**config.mk**
```make
export PLATFORM = sky130hd
export DESIGN_NAME = pipe_hazard_ctrl
export DESIGN_NICKNAME = d
export VERILOG_FILES = /design/src/rtl/pipe_hazard_ctrl_pkg.sv /design/src/rtl/pipe_hazard_ctrl_sat_counter.sv /design/src/rtl/pipe_hazard_ctrl.sv
export SDC_FILE = /design/constraint.sdc
export NUM_CORES = 1
export LEC_CHECK = 0
export ABC_CLOCK_PERIOD_IN_PS = 1940
export CORE_MARGIN = 2
export CORE_UTILIZATION = 40
export DETAILED_ROUTE_END_ITERATION = 7
export GPL_TIMING_DRIVEN = 0
export HOLD_SLACK_MARGIN = 0.1
export PLACE_DENSITY_LB_ADDON = 0.25
export SYNTH_ARGS = -nofsm -noshare
export SYNTH_HDL_FRONTEND = slang
export SYNTH_SLANG_ARGS = --single-unit
```
**constraint.sdc**
```tcl
create_clock -name clock -period 1.94 [get_ports clock]
set_input_delay 0.194 -clock clock [delete_from_list [all_inputs] [get_ports clock]]
set_output_delay 0.194 -clock clock [all_outputs]
set_load 0.005 [all_outputs]
```
**src/rtl/pipe_hazard_ctrl_pkg.sv**
```systemverilog
// Shared types and constants for the pipeline hazard controller: FSM state
// encoding, the register-zero constant and the bundled control-output struct.
package pipe_hazard_ctrl_pkg;

  typedef enum logic {
    ST_RUN     = 1'b0,
    ST_MD_WAIT = 1'b1
  } state_e;

  localparam logic [4:0] REG_ZERO = 5'd0;

  typedef struct packed {
    logic pc_wen;
    logic ifid_wen;
    logic ifid_flush;
    logic idex_wen;
    logic idex_flush;
    logic exmem_flush;
    logic md_busy;
  } ctrl_t;

  // Free-running pipeline: every register advances, nothing is cleared.
  localparam ctrl_t CTRL_RUN = '{
    pc_wen: 1'b1, ifid_wen: 1'b1, ifid_flush: 1'b0, idex_wen: 1'b1,
    idex_flush: 1'b0, exmem_flush: 1'b0, md_busy: 1'b0
  };

  // Held in reset: nothing written, every pipeline register cleared.
  localparam ctrl_t CTRL_RESET = '{
    pc_wen: 1'b0, ifid_wen: 1'b0, ifid_flush: 1'b1, idex_wen: 1'b0,
    idex_flush: 1'b1, exmem_flush: 1'b1, md_busy: 1'b0
  };

  // Mult/div holding EX: front end frozen, bubble issued into EX/MEM.
  localparam ctrl_t CTRL_MD_STALL = '{
    pc_wen: 1'b0, ifid_wen: 1'b0, ifid_flush: 1'b0, idex_wen: 1'b0,
    idex_flush: 1'b0, exmem_flush: 1'b1, md_busy: 1'b1
  };

endpackage

```
**src/rtl/pipe_hazard_ctrl_sat_counter.sv**
```systemverilog
// Saturating up-counter with enable and asynchronous active-low clear;
// holds at all-ones once reached.
module sat_counter #(
  parameter int W = 16
) (
  input  logic         clk,
  input  logic         rst_n,
  input  logic         en,
  output logic [W-1:0] count
);

  logic [W-1:0] count_q, count_d;

  always_comb begin
    count_d = count_q;
    if (en && (count_q != '1)) count_d = count_q + W'(1);
  end

  // NOTE: state registers use non-blocking assignment so every flop samples
  // its pre-edge value regardless of process evaluation order.
  always_ff @(posedge clk or negedge rst_n) begin
    if (!rst_n) count_q <= '0;
    else        count_q <= count_d;
  end

  assign count = count_q;

endmodule

```
**src/rtl/pipe_hazard_ctrl.sv**
```systemverilog
// Hazard controller for a 5-stage pipeline: load-use stalls, taken-branch
// flushes and multi-cycle mult/div occupancy of EX. Outputs are Mealy.
module pipe_hazard_ctrl
  import pipe_hazard_ctrl_pkg::*;
#(
  parameter int MD_LAT = 4,   // total EX occupancy of a mult/div, 2..16
  parameter int CNT_W  = 16
) (
  input  logic             clock,
  input  logic             reset,
  input  logic [4:0]       id_rs,
  input  logic [4:0]       id_rt,
  input  logic             id_use_rs,
  input  logic             id_use_rt,
  input  logic             ex_memread,
  input  logic [4:0]       ex_rd,
  input  logic             ex_md,
  input  logic             branch_taken,
  output logic             pc_wen,
  output logic             ifid_wen,
  output logic             ifid_flush,
  output logic             idex_wen,
  output logic             idex_flush,
  output logic             exmem_flush,
  output logic             md_busy,
  output logic [CNT_W-1:0] stall_cycles
);

  state_e     st_q, st_d;
  logic [3:0] md_cnt_q, md_cnt_d;
  logic       lu_haz;
  ctrl_t      ctrl;

  assign lu_haz = ex_memread && (ex_rd != REG_ZERO) &&
                  ((id_use_rs && (id_rs == ex_rd)) || (id_use_rt && (id_rt == ex_rd)));

  // NOTE: every signal written here gets a default first, so no path through
  // the block leaves a value unassigned and no latch is inferred.
  always_comb begin
    st_d     = st_q;
    md_cnt_d = md_cnt_q;
    ctrl     = CTRL_RUN;
    if (!reset) begin
      ctrl = CTRL_RESET;
    end else begin
      unique case (st_q)
        ST_RUN: begin
          if (branch_taken) begin
            ctrl.ifid_flush = 1'b1;
            ctrl.idex_flush = 1'b1;
          end else if (ex_md) begin
            ctrl     = CTRL_MD_STALL;
            md_cnt_d = 4'(MD_LAT - 2);
            st_d     = ST_MD_WAIT;
          end else if (lu_haz) begin
            ctrl.pc_wen     = 1'b0;
            ctrl.ifid_wen   = 1'b0;
            ctrl.idex_flush = 1'b1;
          end
        end
        ST_MD_WAIT: begin
          // Release cycle keeps md_busy high while the result leaves EX.
          if (md_cnt_q != 4'd0) begin
            ctrl     = CTRL_MD_STALL;
            md_cnt_d = md_cnt_q - 4'd1;
          end else begin
            ctrl.md_busy = 1'b1;
            st_d         = ST_RUN;
          end
        end
        default: st_d = ST_RUN;
      endcase
    end
  end

  always_ff @(posedge clock or negedge reset) begin
    if (!reset) begin
      st_q     <= ST_RUN;
      md_cnt_q <= 4'd0;
    end else begin
      st_q     <= st_d;
      md_cnt_q <= md_cnt_d;
    end
  end

  sat_counter #(.W(CNT_W)) u_stall_cnt (
    .clk   (clock),
    .rst_n (reset),
    .en    (reset && !ctrl.pc_wen),
    .count (stall_cycles)
  );

  assign pc_wen      = ctrl.pc_wen;
  assign ifid_wen    = ctrl.ifid_wen;
  assign ifid_flush  = ctrl.ifid_flush;
  assign idex_wen    = ctrl.idex_wen;
  assign idex_flush  = ctrl.idex_flush;
  assign exmem_flush = ctrl.exmem_flush;
  assign md_busy     = ctrl.md_busy;

  // A branch cannot resolve while EX is held by a mult/div.
  a_no_branch_in_md_wait : assert property (
    @(posedge clock) disable iff (!reset) !((st_q == ST_MD_WAIT) && branch_taken)
  );

endmodule
```
==> results of run 1 <==
## through the flow
stage               worst slack [ns]  power, mW  hold WS, ns
finish                        -0.163       1.70        0.210
global placement               -1.10       1.19        0.480
detailed placement             -1.21       1.21        0.502
global route                  -0.278       1.83        0.209
CTS                           -0.102       1.61        0.173
floorplan                     -0.109      0.925       -0.102
## sequential cells by signal (all words and copies together), names as in the netlist
signal,flops
md_cnt_q,4
st_q,1
u_stall_cnt.count,16
## layout make-up
| cell class | instances | area, µm² | share of cell area (%) |
|---|---|---|---|
| plain buffers | 3 | 26.3 | 1.29 |
| inverters | 10 | 37.5 | 1.84 |
| repair buffers | 66 | 591 | 28.9 |
| multi-input cells | 100 | 795 | 38.9 |
| well taps | 33 | 41.3 | 2.02 |
| clock buffers | 3 | 22.5 | 1.10 |
| flip-flops and latches | 21 | 526 | 25.7 |
| clock inverters | 1 | 5.00 | 0.245 |
## cells by family (layout without fill, tap and decap cells)
family	count (synthesis)	count (layout)	share of synthesized area, %
buf+inv	13	83	4.93
xor+xnor	24	24	16.9
compound gates	20	20	10.5
flops	21	21	42.3
fa+ha+maj	2	2	2.01
simple gates	52	52	21.6
mux	2	2	1.81
## synth_stat cells (all sizes together) (2+ instances only)
master	n	area, µm²
mux2	2	22.5
nor3	6	30.0
o21ai	8	40.0
nand2	14	52.6
a21oi	2	10.0
xnor2	16	140
inv	10	37.5
buf	3	23.8
nor2	11	41.3
and4	2	17.5
nand4	4	25.0
nand3	7	40.0
xor2	8	70.1
nor4	3	18.8
ha	2	25.0
dfrtp	21	526
## worst max-delay path, cell delays in order (launching register included)
cell	delay [ns]
sky130_fd_sc_hd__dfrtp_1	0.42
sky130_fd_sc_hd__inv_2	0.08
sky130_fd_sc_hd__ha_4	0.13
sky130_fd_sc_hd__or3b_4	0.40
sky130_fd_sc_hd__a21o_1	0.19
sky130_fd_sc_hd__o32a_1	0.20
sky130_fd_sc_hd__nand3_2	0.12
sky130_fd_sc_hd__buf_6	0.14
sky130_fd_sc_hd__mux2_1	0.31
## per-layer routing
metal,track usage [%],up-vias
li1,-,608
met1,23.9,612
met2,34.0,50
met3,4.33,4
met4,9.21,0
met5,0,-
## cell usage in the layout, fill, tap and decap left out, types with 3 or more instances in the layout
cell / instances
sky130_fd_sc_hd__buf_4: 19
sky130_fd_sc_hd__xnor2_1: 16
sky130_fd_sc_hd__buf_2: 3
sky130_fd_sc_hd__nand4_1: 4
sky130_fd_sc_hd__dfrtp_1: 21
sky130_fd_sc_hd__clkdlybuf4s50_1: 34
sky130_fd_sc_hd__buf_6: 5
sky130_fd_sc_hd__clkbuf_4: 4
sky130_fd_sc_hd__dlygate4sd2_1: 4
sky130_fd_sc_hd__nand3_1: 5
sky130_fd_sc_hd__xor2_1: 8
sky130_fd_sc_hd__nor3_1: 4
sky130_fd_sc_hd__nand2_1: 13
sky130_fd_sc_hd__o21ai_0: 6
sky130_fd_sc_hd__nor2_1: 9
sky130_fd_sc_hd__inv_1: 8
## power by group through the flow
stage | logic [mW] | registers (mW) | clock network, mW
after floorplan | 0.294 | 0.631 | 0
after global placement | 0.552 | 0.639 | 0
after detailed placement | 0.567 | 0.646 | 0
final | 0.857 | 0.630 | 0.213
after CTS | 0.767 | 0.623 | 0.216
after global routing | 0.941 | 0.649 | 0.241
## repair_timing
| item | CTS | global route |
|---|---|---|
| hold buffers | 1 | 0 |
| buffers inserted | 18 | 3 |
| endpoints found under the hold margin | 21 | 0 |
| pin swaps | 10 | 9 |
| setup endpoints to repair | 27 | 25 |
| cloned | 0 | 0 |
| resized for setup | 43 | 19 |
## worst max path at each step
| stage | end | slack [ns] | cells after the start |
|---|---|---|---|
| after global routing | pc_wen | -0.28 | 8 |
| after detailed placement | u_stall_cnt.count[13] | -1.21 | 7 |
| final | u_stall_cnt.count[1] | -0.16 | 8 |
| after CTS | pc_wen | -0.10 | 8 |
| after global placement | u_stall_cnt.count[1] | -1.10 | 6 |
| after floorplan | u_stall_cnt.count[1] | -0.11 | 7 |
==> results.md, run 1 <==
- The post-route setup TNS is -1.19 ns.
- The top metal layer carrying routed signals is met4.
- In this run switching power makes up 34.9% of total power.
- Per report_power, the sequential group accounts for between 30 and 40% of the total.
- The area of the die is 3570 µm².
- The least setup slack across all paths after layout is -0.163 ns.
- A synthesized cell averages between 9 and 10 µm².
- After synthesis, the share of flip-flops with an asynchronous set or reset is 100%.
- The total setup violations reported at the end of the flow is 18.
- Counting cells, the worst reg-to-reg path comes to 8.
- The TritonCTS clock tree is built.
- In the routed layout, each cell is associated on average with a via count of about 5.4.
- The root buffer cell chosen for the clock tree is sky130_fd_sc_hd__clkbuf_4.
- By startpoint and endpoint, the worst setup path is classified as reg -> reg.
- In this run the number of H-tree levels came out at 1.
- After clock tree synthesis, the clock-pin slew on the worst setup and hold paths is about 0.11 ns.
- The endpoint type of the worst setup path is a register.
- The number of I/O port buffers is 44.
- After detailed routing, the number of remaining DRC violations is 0.
- The worst relative slew slack is 36.1%.
- The number of standard cells after synthesis is 134.
- The final count of pins violating max slew came to 0.
- The number of antenna violations at the first check in global routing is 0.
- After legalization and detailed placement, the total HPWL measured 2280 µm.
- Global routing finished with a remaining overflow of 0.
- The power share of the clock group is 12.5%.
- The top-level port count is 45.
- In this run the worst hold path is classified as in -> reg.
- The worst reg-to-reg setup slack is -0.16 ns.
- The worst hold path terminates at st_q.
- For this run, the number of Yosys warnings is 0.
- The detailed-routed wire length on met3 is about 310 µm.
- Compared with the post-synthesis result, the final layout area differs by 64.3%.
- The via count of the first global-routing pass is 1,265.
- The critical path starts at md_cnt_q[1].
- The worst flop-to-flop path startpoint is md_cnt_q[1].
- Yosys mapped a number of flops with a built-in enable equal to 0.
- The worst clock skew on the final layout is about 0.011 ns.
- In this run the remaining antenna-violating nets after routing total 0.
- Of all nets on the critical path, the largest fanout is 8.
- The static leakage power is 0.878 nW.
- Counting every sink on the clock net gives 21.
- For this run, the leading register cell type out of synthesis is sky130_fd_sc_hd__dfrtp_1.
- The final count of hold timing violations is 0.
- The clock latency on the worst-skew pair is 0.31 ns.
- The sequential fraction of the synthesis area is 42.3%.
- After synthesis the netlist holds a flip-flop and latch count of 21.
- The number of nets in the finished design is around 230.
- The pin count of the biggest net entering global routing is 22.
- The sum of routed wire length over all layers is 3470 µm.
- Setup repair after global routing could not meet its margin everywhere.
- After synthesis, the netlist uses 35 different library cells.
- In this run the horizontal extent of the chip is 59.8 µm.
- The checks that failed: setup timing.
- The met2 routed wirelength is 1720 µm.
- IR analysis of the VDD net gives a maximum drop of approximately 750 µV.
- The internal power is ~1.1 mW.
- Counting I/O delays and the setup requirement, the final critical path takes about 2.1 ns.
- The area of all placed cells without fillers is just over 2000 µm².
- The longest clock path from root to sink contains 2 buffers.
- The startpoint class of the critical path is a register.
- Once layout is complete, the cells apart from fillers number 237.
- The number of cells after detailed placement is between 200 and 250.
- The starting density of the core is 41.4%.
- The number of antenna repair diodes is 0.
- Dividing the detail-routed wire length by the instance count gives about 15 µm.
- The number of max-capacitance violations reported is 0.
- The beginning of the worst hold path is reset.
- The via count of the routed design is 1,274.
- The iteration count of the initial detailed-routing pass is 4.
- For the pin with the worst max-slew slack, the measured transition is between 0.9 and 1 ns.
- The number of design-rule violations left by the first detailed-router iteration is 22.
- Counting instances, the worst hold path has a depth of 2.
- For this run, the share of the core covered by cells in the final layout is between 60% and 70%.
- The run finished, with violations left.
- The floorplan core area is around 3000 µm².
- The fraction of layout cells with a size suffix above 1 is ~30%.
- For this run, the top clock speed supported by timing is ~480 MHz.
- For this block, wires on met1 add up to approximately 1400 µm.
- The power density over the cells is 832 nW/µm².
- The post-synthesis net count is 158.
- The final-layout fill cell count is 249.
- The first global-routing pass estimated 5430 µm of wire.
- Once placement finished, the instance area stood at approximately 1700 µm².
- The height of the die is about 60 µm.
- The required time reported for the critical path endpoint is about 2.1 ns.
- The endpoint of the worst-slack reg-to-reg timing path is u_stall_cnt.count[1].
- The row count is 20.
- The relative contribution of combinational cells to total power is around half.
- The analysis attributes to net switching a power of 0.593 mW.
- Routability-driven placement finished with a final weighted congestion of roughly 0.79.
- For this run, the total global-route usage over all layers was measured as 20.0%.
- For the worst setup path, the data arrival time is 2.30 ns.
- Of the available clock period, the critical path in the final layout requires 108%.
- The mapped netlist covers around 1200 µm².
- Counting the buffers created by CTS gives 3.
Power figures use the tool's default switching activity.
==> inputs of run 2 (changes only) <==
--- a/config.mk
+++ b/config.mk
@@ -6,12 +6,14 @@
 export NUM_CORES = 1
 export LEC_CHECK = 0
 export ABC_CLOCK_PERIOD_IN_PS = 1940
-export CORE_MARGIN = 2
+export CORE_ASPECT_RATIO = 0.75
+export CORE_MARGIN = 3
 export CORE_UTILIZATION = 40
 export DETAILED_ROUTE_END_ITERATION = 7
 export GPL_TIMING_DRIVEN = 0
 export HOLD_SLACK_MARGIN = 0.1
 export PLACE_DENSITY_LB_ADDON = 0.25
+export SKIP_LAST_GASP = 1
 export SYNTH_ARGS = -nofsm -noshare
 export SYNTH_HDL_FRONTEND = slang
 export SYNTH_SLANG_ARGS = --single-unit
==> run 2 against run 1 <==
Net effect:
- the run still ends with setup timing left
- setup slack worse by 0.061 ns
- sequential cell count stayed put
- maximum frequency is 2.8% lower
- power is 8.2% higher
- clock skew is 0.0055 ns lower
- routed wire length is 5.6% higher
- critical path type unchanged
==> results.md, run 2 (same netlist as run 1, synthesis figures left out) <==
- Detailed routing inserted a total of approximately 1,200 vias.
- The data arrival at the endpoint of the critical path is ~2.3 ns.
- The endpoint of the worst-slack reg-to-reg timing path is u_stall_cnt.count[4].
- The static leakage power is 0.899 nW.
- The worst hold path terminates at st_q.
- The worst hold path begins at reset.
- In this run the remaining antenna-violating nets after routing total 0.
- The number of cells after detailed placement is 214.
- The final layout contains routed wiring with a total length of between 3000 and 4000 µm.
- In this run the tightest slew margin relative to its limit is a little under two fifths.
- Counting I/O delays and the setup requirement, the final critical path takes around 2.2 ns.
- The final reports fail on setup timing.
- The synthesis-to-finish area growth is 65.1%.
- The worst setup path is captured at a register.
- Entering global routing, the biggest net connects 22 pins.
- The post-detailed-route DRC marker count is 0.
- Dividing the final minimum period by the clock period gives 112%.
- The worst clock skew on the final layout is ~0.0056 ns.
- Across every metal layer, demand over resource in global routing totals 19.0%.
- At the worst endpoint, the required time is around 2.1 ns.
- The total clock buffers created by CTS is 3.
- The number of flip-flops under the largest register name is 16.
- The peak supply drop is about 780 µV.
- In this run the tool buffered the top-level ports with 44 buffer cells.
- The pre-CTS setup slack is -1.16 ns.
- The number of antenna violations at the first check in global routing was 0.
- At the end of routability-driven placement, the weighted congestion stood at between 0.9 and 1.
- The die covers approximately 3800 µm².
- The final-layout fill cell count is 190.
- The overall overflow remaining after global route is 0.
- The die is approximately 54 µm tall.
- The final count of hold timing violations is 0.
- The half-perimeter wire length after detailed placement is around 2500 µm.
- The number of design-rule violations left by the first detailed-router iteration is 73.
- Setup repair after global routing could not meet its margin everywhere.
- On the final layout, the worst hold slack is roughly 0.27 ns.
- The fmax is around 460 MHz.
- The number of antenna repair diodes is 0.
- The worst setup path is launched from a register.
- The starting density of the core is 44.7%.
- Measured in cells, the most critical reg-to-reg path has a length of 9.
- After the last flow step, the layout net total stands at between 200 and 250.
- The final design utilization is between 70 and 80%.
- The horizontal die dimension is 70.4 µm.
- TritonCTS built the clock tree.
- For the pin with the worst max-slew slack, the measured transition is between 0.9 and 1 ns.
- Along the worst hold path, the cell count comes to 2.
- Dividing the detail-routed via count by the number of cells gives about 5.2.
- The library cell used most frequently in the layout, excluding fill and tap cells, is sky130_fd_sc_hd__clkdlybuf4s50_1.
- 45 I/O pins were placed.
- In the final layout, the share of cells above drive strength 1 is 26.9%.
- The tree is rooted in a sky130_fd_sc_hd__clkbuf_8.
- In this run the number of H-tree levels came out at 1.
- The library cells used most frequently in the layout, excluding fill and tap cells, are 34 x sky130_fd_sc_hd__clkdlybuf4s50_1, 21 x sky130_fd_sc_hd__dfrtp_1, 15 x sky130_fd_sc_hd__buf_4.
- The via count of the first global-routing pass was around 1,200.
- In this run the deepest clock path goes through 2 buffers.
- The floorplan core area is 2780 µm².
- In this run the power density over the cells is ~900 nW/µm².
- The tree built by TritonCTS fans out to 21 sinks.
- The worst setup path is of the reg -> reg kind.
- Dividing the detail-routed wire length by the instance count gives between 15 and 20 µm.
- The flow ran to the end, but the final reports show violations.
- For flop-to-flop paths, the worst setup slack is -0.22 ns.
- Clock latency on the worst-skew pair, taken at its later pin, is ~0.26 ns.
- The maximum fanout along the worst path is 5.
- The iteration count of the initial detailed-routing pass is 4.
- The row count is 16.
- The path class of the lowest-slack min-delay path is in -> reg.
- After detailed placement, the total cell area comes to roughly 1700 µm².
- The worst flop-to-flop path startpoint is u_stall_cnt.count[0].
- The finished cells cover slightly above 2000 µm².
- The first global-routing pass estimated 5690 µm of wire.
- Clock-pin slew was measured on the worst setup and hold paths at 0.08 ns.
- The tool flagged a number of max-cap violations equal to 0.
- The count of cells in the finished layout, fillers not included, comes to 237.
- The final count of pins violating max slew is 0.
- Setup violations remaining at the end of the flow were counted as 19.
- The least setup slack across all paths after layout is -0.224 ns.
## run 2: worst max path at each step
stage                    startpoint                    to  depth (start not counted)
6_report       u_stall_cnt.count[0]  u_stall_cnt.count[4]                          9
5_1_grt        u_stall_cnt.count[0]  u_stall_cnt.count[4]                          9
4_1_cts                 md_cnt_q[0]  u_stall_cnt.count[1]                          9
3_5_place_dp                  reset  u_stall_cnt.count[8]                          7
3_3_place_gp                  reset  u_stall_cnt.count[1]                          6
2_1_floorplan  u_stall_cnt.count[0]  u_stall_cnt.count[1]                          7
## run 2: through the flow
step	TNS (ns)	power, mW
6_report	-3.01	1.84
5_1_grt	-4.60	1.96
4_1_cts	-2.56	1.65
3_5_place_dp	-25.89	1.23
3_3_place_gp	-25.15	1.20
2_1_floorplan	-0.109	0.925
## run 2: cell type report
type / count / area, µm² / area share (%)
Buffer: 3 / 23.8 / 1.16
Clock buffer: 3 / 41.3 / 2.01
Clock inverter: 1 / 5.00 / 0.244
Inverter: 10 / 37.5 / 1.83
Multi-Input combinational cell: 100 / 788 / 38.4
Sequential cell: 21 / 526 / 25.6
Tap cell: 36 / 45.0 / 2.19
Timing Repair Buffer: 63 / 587 / 28.6
## run 2: timing repair
| item | in CTS | in global routing |
|---|---|---|
| buffers inserted | 10 | 8 |
| hold endpoints to repair | 21 | 0 |
| endpoints found under the setup margin | 27 | 22 |
| pin swaps | 9 | 7 |
| resized for setup | 41 | 19 |
| hold buffers | 1 | 0 |
## run 2: routing by layer
metal | wire length, µm | vias up | share of wire (%) | GRT usage, %
met5 | 0 | - | 0 | 0
met4 | 12 | 0 | 0.33 | 4.46
met3 | 177 | 2 | 4.8 | 4.40
met2 | 1830 | 41 | 50 | 32.5
met1 | 1640 | 595 | 45 | 25.0
li1 | - | 602 | - | -
## run 2: where the power goes
group	total, mW	internal, mW	switching [mW]
Clock	0.282	0.143	0.140
Combinational	0.907	0.525	0.382
Sequential	0.649	0.532	0.118
## run 2: worst max-delay path: stages, from the launching register on
cell                      delay [ns]
sky130_fd_sc_hd__dfrtp_1        0.45
sky130_fd_sc_hd__ha_2           0.25
sky130_fd_sc_hd__nand3_4        0.09
sky130_fd_sc_hd__or3_4          0.39
sky130_fd_sc_hd__o32a_1         0.32
sky130_fd_sc_hd__nand3_2        0.10
sky130_fd_sc_hd__buf_6          0.14
sky130_fd_sc_hd__buf_6          0.11
sky130_fd_sc_hd__nor2_2         0.04
sky130_fd_sc_hd__xor2_1         0.15
==> inputs of run 3 (changes only) <==
==> constraint.sdc (replaced) <==
create_clock -name clock -period 1.94 [get_ports clock]
set_input_delay 0.388 -clock clock [delete_from_list [all_inputs] [get_ports clock]]
set_output_delay 0.388 -clock clock [all_outputs]
set_load 0.005 [all_outputs]
==> run 3 against run 2 <==
Net effect:
- the flow still finishes with violations (setup timing)
- clock-buffer cell count unchanged
- sequential share of layout area decreased by 2.7 points
- clock power increased by 8.2%
- combinational power increased by 7.7%
- critical path type unchanged
==> results.md, run 3 (same netlist as run 1, synthesis figures left out) <==
- The flow ran to the end, but the final reports show violations.
- The checks that failed: setup timing.
- The via density per instance is between 5 and 6.
- Data on the critical path arrives at its endpoint at roughly 2.5 ns.
- The total placed instance area is between 1500 and 2000 µm².
- The die is just over 70 µm wide.
- The tightest min-delay check is of the in -> reg type.
- The largest single stage delay on the critical path is 0.40 ns.
- The signal on the critical path passes through inv_2 > ha_4 > or3b_4 > buf_6 > a21o_1 > o32a_1 > nand3_2 > buf_6 > buf_6 > nor3_2 > xnor2_1.
- The routed design has roughly 5200 µm of wire.
- For this run, the top clock speed supported by timing is around 430 MHz.
- The total setup violations reported at the end of the flow is 23.
- The master of the slowest instance on the critical path is sky130_fd_sc_hd__dfrtp_1.
- The cell family contributing the most delay on the critical path is simple AND/OR/NAND/NOR gates.
- The register with the most flip-flops in the layout has 16 of them.
- The worst relative slew slack is about 33%.
- Buffers inserted during clock tree synthesis total 3.
- The clock passes through at most 2 buffers.
- The buffer cell driving the clock tree root is sky130_fd_sc_hd__clkbuf_8.
- The startpoint class of the critical path is a register.
- The worst clock skew on the final layout is 0.00481 ns.
- The via count of the first global-routing pass came to around 1,400.
- Sequential cells account for 33.3% of the total power.
- The final count of pins violating max slew is 0.
- The library cells used most frequently in the layout, excluding fill and tap cells, are 22 x sky130_fd_sc_hd__buf_4, 21 x sky130_fd_sc_hd__clkdlybuf4s50_1, 20 x sky130_fd_sc_hd__dfrtp_1.
- STA puts the critical path data required time at ~2.1 ns.
- In this run the count of I/O pins placed on the die edge is 45.
- In the routed design, unresolved DRC markers number 0.
- The switching power summed over all nets is 0.705 mW.
- The half-perimeter wire length after detailed placement is between 2000 and 2500 µm.
- In the final routed layout, each cell accounts on average for ~21 µm.
- The critical path contains buffers and inverters numbering 4 combined.
- The die covers approximately 3800 µm².
- After clock tree synthesis, the clock-pin slew on the worst setup and hold paths is approximately 0.080 ns.
- The final count of hold timing violations is 0.
- Of the available clock period, the critical path in the final layout requires 121%.
- The first-pass GRT wire length is 6710 µm.
- The setup path with the least slack is of type reg -> reg.
- The total number of H-tree levels is 1.
- Routability-driven placement finished with a final weighted congestion of 0.910.
- After the first detailed-routing iteration, the DRC count stood at 109.
- Summing over every cut layer, the via total after detailed routing is around 1,500.
- The TritonCTS clock tree is built.
- In this design, the critical path's most frequently occurring cell is sky130_fd_sc_hd__buf_6.
- The area of all placed cells without fillers is about 2300 µm².
- The later pin in the worst-skew pair is clocked with a latency of between 0.2 and 0.3 ns.
- For this design the static power due to leakage is between 1 and 1.5 nW.
- The peak supply drop is 726 µV.
- The number of antenna violations at the first check in global routing is 0.
- The fraction of layout cells with a size suffix above 1 is about 42%.
- The pin count of the biggest net entering global routing is 22.
- The number of nets in the finished design is approximately 240.
- The worst hold slack after final layout is between 0.4 and 0.5 ns.
- The maximum fanout along the worst path is 7.
- The relative contribution of combinational cells to total power is between 50 and 60%.
- The area of combinational cells with multiple inputs is about 920 µm².
- The switching portion of total power is 36.7%.
- The floorplan has 16 rows.
- Setup repair after global routing could not meet its margin everywhere.
- For this run, the total global-route usage over all layers was measured as between 20 and 25%.
- The library cell used most frequently in the layout, excluding fill and tap cells, is sky130_fd_sc_hd__buf_4.
- In this run the standard cell core region covers 2780 µm².
- The final critical path time including I/O delays and setup is around 2.3 ns.
- For this configuration, the core starts out at a cell density of between 40 and 50%.
- Internal power comes to roughly 1.2 mW.
- The least setup slack across all paths after layout is -0.408 ns.
- The number of antenna repair diodes is 0.
- Summed over all layers, the global routing overflow is 0.
- After filler insertion, the fill cell instance count of the layout stands at between 100 and 150.
- The clock drives 21 sinks.
- The first detailed-routing pass ran for 4 iterations.
- The actual slew at the worst max-slew pin is 1.00 ns.
- The count of buffers added on input and output ports is between 40 and 50.
- Relative to the synthesized area, the layout overhead comes to 84.8%.
- The worst setup path is captured at a register.
- Max-cap violations in this run came to 0.
- The count of nets left with antenna violations once routing finished came out at 0.
- In this run the vertical extent of the chip is about 54 µm.
- The storage element area is between 500 and 600 µm².
- In this run, the clock network consumes approximately 16% of the power.
- The power density over the cells is 837 nW/µm².
run 3: final timing paths:
kind                                            start                    end  slack [ns]  depth (start not counted)
worst max-delay path                      md_cnt_q[0]  u_stall_cnt.count[10]       -0.41                         11
worst min-delay path                            reset                   st_q        0.40                          2
worst max register to register            md_cnt_q[0]  u_stall_cnt.count[10]       -0.41                         11
worst min register to register  u_stall_cnt.count[15]  u_stall_cnt.count[15]        0.52                          1
max in group asynchronous                       reset   u_stall_cnt.count[0]        0.36                          2
min in group asynchronous                       reset  u_stall_cnt.count[15]        0.91                          2
run 3: worst register-to-register path: cells and delay by family (launching register included):
kind / cells / cell delay [ns]
fa+ha+maj: 1 / 0.13
compound gates: 2 / 0.39
buf+inv: 4 / 0.48
xor+xnor: 1 / 0.28
flops: 1 / 0.40
simple gates: 3 / 0.57
run 3: power groups by stage:
stage	Sequential [mW]	Clock [mW]	Combinational [mW]
after global routing	0.651	0.318	1.05
after CTS	0.621	0.302	0.834
after floorplan	0.631	0	0.298
after detailed placement	0.647	0	0.575
final	0.641	0.305	0.977
after global placement	0.641	0	0.567
run 3: layout make-up:
type | instances | share of cell area [%]
Inverter | 10 | 1.63
Timing Repair Buffer | 73 | 30.3
Tap cell | 36 | 1.96
Clock buffer | 3 | 1.80
Sequential cell | 21 | 22.9
Multi-Input combinational cell | 100 | 39.9
Clock inverter | 1 | 0.218
Buffer | 3 | 1.31
run 3: what timing repair did:
item | in CTS | in global routing
pin swaps | 12 | 29
gates resized for setup | 77 | 49
setup endpoints to repair | 28 | 25
hold buffers | 1 | 0
endpoints found under the hold margin | 21 | 0
buffers inserted | 20 | 9
run 3: per-stage QoR:
step	std cells	util, %	TNS (ns)	setup slack, ns	power [mW]
floorplan	134	-	-0.109	-0.109	0.929
global placement	214	62.6	-31.21	-1.30	1.21
detailed placement	214	62.6	-32.63	-1.37	1.22
CTS	239	73.9	-4.05	-0.286	1.76
global route	247	82.6	-6.54	-0.473	2.02
finish	247	82.6	-4.98	-0.408	1.92
run 3: layer usage:
layer | GRT usage, % | wire (µm) | vias up
met5 | 0 | 0 | -
li1 | - | - | 622
met3 | 4.77 | 320 | 17
met1 | 26.9 | 2060 | 742
met4 | 9.24 | 166 | 0
met2 | 43.2 | 2660 | 70
